$ cat config.mk
export PLATFORM = sky130hd
export DESIGN_NAME = seq_divider
export DESIGN_NICKNAME = d
export VERILOG_FILES = /design/src/rtl/seq_divider_pkg.sv /design/src/rtl/seq_divider_div_step.sv /design/src/rtl/seq_divider.sv
export SDC_FILE = /design/constraint.sdc
export NUM_CORES = 1
export LEC_CHECK = 0
export ABC_AREA = 1
export CORE_MARGIN = 2
export CORE_UTILIZATION = 34
export DETAILED_ROUTE_END_ITERATION = 8
export GPL_TIMING_DRIVEN = 0
export PLACE_DENSITY = 0.64
export SKIP_LAST_GASP = 1
export SLEW_MARGIN = 40
export SYNTH_ARGS = -nofsm -noshare
export SYNTH_HDL_FRONTEND = slang
export SYNTH_SLANG_ARGS = --single-unit
$ cat constraint.sdc
create_clock -name clk -period 7.4 [get_ports clk]
set_input_delay 1.48 -clock clk [delete_from_list [all_inputs] [get_ports clk]]
set_output_delay 1.48 -clock clk [all_outputs]
set_load 0.02 [all_outputs]
$ cat src/rtl/seq_divider_pkg.sv
// Shared definitions for the sequential divider: default width and FSM state encodings.
package seq_divider_pkg;

  localparam int DIV_WIDTH = 8;

  typedef enum logic [1:0] {
    DIV_IDLE = 2'd0,
    DIV_RUN  = 2'd1,
    DIV_FIN  = 2'd2
  } div_state_t;

endpackage

$ cat src/rtl/seq_divider_div_step.sv
// One restoring-division step: (WIDTH+1)-bit trial subtract built as a ripple of
// full subtractors, the borrow chain mirroring the ripple adder's carry chain.
module div_step
  import seq_divider_pkg::*;
#(
  parameter int WIDTH = DIV_WIDTH
) (
  input  logic [WIDTH:0] rem_shifted,
  input  logic [WIDTH:0] divisor,
  output logic [WIDTH:0] diff,
  output logic           borrow
);

  logic [WIDTH+1:0] chain;

  assign chain[0] = 1'b0;

  for (genvar i = 0; i <= WIDTH; i++) begin : g_full_sub
    assign diff[i]      = rem_shifted[i] ^ divisor[i] ^ chain[i];
    assign chain[i + 1] = (~rem_shifted[i] & divisor[i]) |
                          (~(rem_shifted[i] ^ divisor[i]) & chain[i]);
  end

  assign borrow = chain[WIDTH+1];

endmodule

$ cat src/rtl/seq_divider.sv
// Multi-cycle unsigned restoring divider with a start/done handshake.
// One trial subtraction per cycle; Q/R/DZ are registered only on entry to FIN.
module seq_divider
  import seq_divider_pkg::*;
#(
  parameter int WIDTH = DIV_WIDTH
) (
  input  logic             clk,
  input  logic             rst,
  input  logic             start,
  input  logic [WIDTH-1:0] A,
  input  logic [WIDTH-1:0] B,
  output logic             busy,
  output logic             done,
  output logic [WIDTH-1:0] Q,
  output logic [WIDTH-1:0] R,
  output logic             DZ
);

  localparam int CW = $clog2(WIDTH);
  localparam logic [CW-1:0] COUNT_INIT = CW'(WIDTH - 1);

  div_state_t state, state_next;

  logic [WIDTH:0]   rem;
  logic [WIDTH-1:0] qsr;
  logic [WIDTH-1:0] div;
  logic [CW-1:0]    count;

  logic [WIDTH:0]   rem_shifted;
  logic [WIDTH:0]   trial;
  logic             borrow;
  logic [WIDTH:0]   rem_next;
  logic [WIDTH-1:0] qsr_next;
  logic             unused_rem_msb;

  // rem is always below the divisor, so its top bit is provably zero and only
  // the low WIDTH bits take part in the shift.
  assign rem_shifted    = {rem[WIDTH-1:0], qsr[WIDTH-1]};
  assign unused_rem_msb = rem[WIDTH];

  div_step #(
    .WIDTH(WIDTH)
  ) u_step (
    .rem_shifted(rem_shifted),
    .divisor    ({1'b0, div}),
    .diff       (trial),
    .borrow     (borrow)
  );

  assign rem_next = borrow ? rem_shifted : trial;
  assign qsr_next = {qsr[WIDTH-2:0], ~borrow};

  always_ff @(posedge clk) begin
    if (rst) begin
      state <= DIV_IDLE;
    end else begin
      state <= state_next;
    end
  end

  always_comb begin
    state_next = state;
    busy       = 1'b0;
    done       = 1'b0;
    unique case (state)
      DIV_IDLE: begin
        if (start) begin
          state_next = (B == '0) ? DIV_FIN : DIV_RUN;
        end
      end
      DIV_RUN: begin
        busy = 1'b1;
        if (count == '0) begin
          state_next = DIV_FIN;
        end
      end
      DIV_FIN: begin
        busy       = 1'b1;
        done       = 1'b1;
        state_next = DIV_IDLE;
      end
      default: begin
        state_next = DIV_IDLE;
      end
    endcase
  end

  // Divide-by-zero bypasses RUN entirely and loads the result registers directly.
  always_ff @(posedge clk) begin
    if (rst) begin
      rem   <= '0;
      qsr   <= '0;
      div   <= '0;
      count <= '0;
      Q     <= '0;
      R     <= '0;
      DZ    <= 1'b0;
    end else begin
      unique case (state)
        DIV_IDLE: begin
          if (start) begin
            if (B == '0) begin
              Q  <= '1;
              R  <= A;
              DZ <= 1'b1;
            end else begin
              rem   <= '0;
              qsr   <= A;
              div   <= B;
              count <= COUNT_INIT;
              DZ    <= 1'b0;
            end
          end
        end
        DIV_RUN: begin
          rem <= rem_next;
          qsr <= qsr_next;
          if (count == '0) begin
            Q <= qsr_next;
            R <= rem_next[WIDTH-1:0];
          end else begin
            count <= count - 1'b1;
          end
        end
        default: begin
        end
      endcase
    end
  end

endmodule

==> impl_metrics.json <==
{
  "run_status": "complete, no violations",
  "postSynthRegisterBits": 46,
  "cts_resized": 0,
  "number_of_port_buffers": 37,
  "path_common_cell": "sky130_fd_sc_hd__fa_1",
  "p_int_uw": 503.5,
  "area.growth.synth_to_final_pct": 24.33,
  "via_count": 2354,
  "ctsLongestPathBuffers": 2,
  "r2r-end": "R[4]$_SDFFE_PP0P_",
  "final_net_count": 445,
  "netlist_instances": 369,
  "synthDominantAreaCellType": "sky130_fd_sc_hd__dfxtp_1",
  "setup.worst_path.end_class": "register",
  "timing.critical_path.required_ns": 7.64,
  "synth_area_per_cell_sq_um": 6.731,
  "min_period_ns": 4.487,
  "cts_post_setup_buffers_inserted": 0,
  "initial_util_pct": 34.61,
  "critical_path_depth": 17,
  "timing.critical_path.to": "R[4]$_SDFFE_PP0P_",
  "most-common-layout-cells": "sky130_fd_sc_hd__nor2_1 (84), sky130_fd_sc_hd__nand2_1 (82), sky130_fd_sc_hd__dfxtp_1 (46)",
  "switching_power_uw": 298.7,
  "rsz0062_at_grt": "no",
  "power.share.sequential_pct": 37.9,
  "grt.total_usage_pct": 16.00,
  "power.ir.vdd_worst_mv": 0.1026,
  "crit_path_max_fanout": 10,
  "critical_path.startpoint_type": "register",
  "chain_of_cells_forming_the_critical_path": "inv_1 -> ha_1 -> fa_1 -> fa_1 -> fa_1 -> fa_1 -> fa_1 -> fa_1 -> fa_1 -> buf_2 -> nand2_1 -> nand3_1 -> nand2_1 -> nor2_1 -> nand3_1 -> nand2_1 -> nor2_1",
  "tns_ns": 0,
  "firstDrtPassIters": 4,
  "cts.root.buffer_cell": "sky130_fd_sc_hd__clkbuf_8",
  "clock_power_share_pct": 23.3,
  "globalRoute.totalOverflow": 0,
  "grt_antenna_before_repair": 0,
  "timing.final.max_slew_violations": 0,
  "fillerInstances": 760,
  "switching_share_pct": 37.23,
  "crit-reg2reg-launch": "qsr[7]$_SDFFE_PP0P_",
  "hold_viol_final": 0,
  "place.detailed.hpwl_mm": 4.474,
  "critical_path.slowest_cell": "sky130_fd_sc_hd__fa_1",
  "cts.sinks": 46,
  "setup.worst_path.start": "qsr[7]$_SDFFE_PP0P_",
  "hold-worst-slack_ns": 0.4840,
  "cts_tree": "done",
  "p_leak_nw": 1.448,
  "holdCritStartpoint": "R[5]$_SDFFE_PP0P_",
  "pwr_density_cell_nw_per_um2": 259.8,
  "route.detailed.drc": 0,
  "ys_warn_count": 0,
  "crit_path_max_incr_delay_ns": 0.42,
  "insertedDiodeCount": 0,
  "relSlewSlack_pct": 65.05,
  "fin_skew_ns": 0.008552,
  "clock_latency_ns": 0.30,
  "synth_area_sq_um": 2484,
  "synthesis.nets": 401,
  "setup.reg_to_reg.worst_slack_ns": 2.91,
  "die_width_um": 89.47,
  "yosysUniqueCellTypes": 23,
  "total_die_area_sq_um": 8005,
  "core_sq_um": 7176,
  "design_power_total_uw": 802.2,
  "total_routed_length_mm": 5.965,
  "wp_data_arrival_ns": 4.73,
  "synthTopCellsByArea": "sky130_fd_sc_hd__dfxtp_1 (37%), sky130_fd_sc_hd__nor2_1 (13%), sky130_fd_sc_hd__nand2_1 (12%)",
  "max_cap_viol_count": 0,
  "critPathTopFamily": "adder cells",
  "finalCritPeriodShare_pct": 60.63,
  "die_height_um": 89.47,
  "floorplan.rows": 31,
  "yosys.area.top_type_share_pct": 37.08,
  "timing.hold.worst.class": "register to register",
  "htreeDepth": 2,
  "worst-path-buf-inv": 2,
  "final_critical_path_setup_slack_ns": 2.913,
  "count_of_antenna_violating_nets_left_after_detailed_routing": 0,
  "globalplace.congestion": 0.8893,
  "cts.reportedPaths.clkPinSlew_ns": 0.09,
  "synth-seq-area-share_pct": 37.08,
  "numCtsBuffers": 5,
  "maximum_number_of_pins_on_one_net_before_global_route_repair": 15,
  "global_route_wire_length_before_repair_mm": 9.873,
  "timing.reg2reg.worst_path_depth": 17,
  "setup_violations": 0,
  "grt_pass1_vias": 2117,
  "route.detailed.wl_per_inst_um": 11.63,
  "setup.worst_path.class": "register to register",
  "cts_hold_buf": 0,
  "maxClockFrequency_mhz": 222.9,
  "route.detailed.vias_per_inst": 4.589,
  "most_common_library_cell_in_the_layout_ignoring_fill_and_taps": "sky130_fd_sc_hd__nor2_1",
  "dr.first_iter.drc_count": 130,
  "pre_cts_ws_ns": 2.976,
  "layout-drive-gt1-share_pct": 7.246,
  "logic_gate_share_of_total_power_pct": 38.8,
  "floorplan.io_pins": 38,
  "timing_worst_slew_pin_value_ns": 0.5242
}
metrics by stage:
step           std cells  instance area [sq um]  util, %
2_1_floorplan        369                   2484        -
3_3_place_gp         505                   2978    41.50
3_5_place_dp         505                   2978    41.50
4_1_cts              513                   3088    43.03
5_1_grt              513                   3088    43.03
6_report             513                   3088    43.03
cell families (layout without fill, tap and decap cells):
logic type | count (synthesis) | count (layout) | share of synthesized area (%)
flip-flops | 46 | 46 | 37.08
adder cells (fa/ha/maj) | 13 | 13 | 8.665
AO/OA/AOI/OAI | 39 | 39 | 8.061
buffers and inverters | 62 | 107 | 11.28
AND/OR/NAND/NOR | 209 | 209 | 34.91
layer usage:
metal | wire [um] | global-route usage [%] | vias up
met5 | 0 | 0 | -
li1 | - | - | 1227
met2 | 2743 | 26.53 | 76
met4 | 8 | 4.206 | 0
met3 | 404 | 3.139 | 2
met1 | 2809 | 21.34 | 1049
layout make-up:
type	count	area, sq um	area share, %
Clock inverter	2	37.54	1.216
Multi-Input combinational cell	261	1282	41.53
Tap cell	99	123.9	4.011
Inverter	44	165.2	5.348
Clock buffer	6	72.57	2.350
Buffer	18	115.1	3.728
Sequential cell	46	920.9	29.82
Timing Repair Buffer	37	370.4	11.99
worst register-to-register path: stages (launching register included):
cell and delay [ns]:
sky130_fd_sc_hd__dfxtp_1 0.34, sky130_fd_sc_hd__inv_1 0.07, sky130_fd_sc_hd__ha_1 0.21, sky130_fd_sc_hd__fa_1 0.39, sky130_fd_sc_hd__fa_1 0.40, sky130_fd_sc_hd__fa_1 0.40, sky130_fd_sc_hd__fa_1 0.40, sky130_fd_sc_hd__fa_1 0.42
sky130_fd_sc_hd__fa_1 0.40, sky130_fd_sc_hd__fa_1 0.36, sky130_fd_sc_hd__buf_2 0.18, sky130_fd_sc_hd__nand2_1 0.30, sky130_fd_sc_hd__nand3_1 0.12, sky130_fd_sc_hd__nand2_1 0.13, sky130_fd_sc_hd__nor2_1 0.09, sky130_fd_sc_hd__nand3_1 0.09
sky130_fd_sc_hd__nand2_1 0.06, sky130_fd_sc_hd__nor2_1 0.09
power groups by stage:
stage	clock network, mW	registers (mW)	logic [mW]
floorplan	0	0.317	0.210
global placement	0	0.309	0.305
detailed placement	0	0.309	0.310
CTS	0.193	0.304	0.311
global route	0.204	0.308	0.356
finish	0.187	0.304	0.312
state kept, by name (all words and copies together), names as in the netlist:
| register | flops |
|---|---|
| Q | 8 |
| R | 8 |
| div | 8 |
| qsr | 8 |
| rem | 8 |
| count | 3 |
| state | 2 |
| DZ | 1 |
worst min path at each step:
| stage | slack [ns] | depth (start not counted) | end |
|---|---|---|---|
| after floorplan | 0.46 | 2 | div[0]$_SDFFE_PP0P_ |
| after global placement | 0.46 | 2 | Q[1]$_SDFFE_PP0P_ |
| after detailed placement | 0.47 | 2 | R[5]$_SDFFE_PP0P_ |
| after CTS | 0.49 | 2 | R[5]$_SDFFE_PP0P_ |
| after global routing | 0.51 | 2 | R[0]$_SDFFE_PP0P_ |
| final | 0.48 | 2 | R[5]$_SDFFE_PP0P_ |
cell usage after synthesis:
master / number
sky130_fd_sc_hd__a21oi_1: 19
sky130_fd_sc_hd__a31oi_1: 1
sky130_fd_sc_hd__buf_1: 1
sky130_fd_sc_hd__buf_2: 8
sky130_fd_sc_hd__buf_4: 2
sky130_fd_sc_hd__buf_6: 4
sky130_fd_sc_hd__clkbuf_1: 3
sky130_fd_sc_hd__clkinv_1: 1
sky130_fd_sc_hd__dfxtp_1: 46
sky130_fd_sc_hd__fa_1: 7
sky130_fd_sc_hd__ha_1: 6
sky130_fd_sc_hd__inv_1: 40
sky130_fd_sc_hd__inv_2: 3
sky130_fd_sc_hd__nand2_1: 82
sky130_fd_sc_hd__nand2_2: 2
sky130_fd_sc_hd__nand3_1: 28
sky130_fd_sc_hd__nand4_1: 9
sky130_fd_sc_hd__nor2_1: 84
sky130_fd_sc_hd__nor2_2: 1
sky130_fd_sc_hd__nor2_4: 2
sky130_fd_sc_hd__o21ai_0: 18
sky130_fd_sc_hd__o21ai_2: 1
sky130_fd_sc_hd__or2_1: 1
Note: power is estimated with default switching activity, not from simulation.
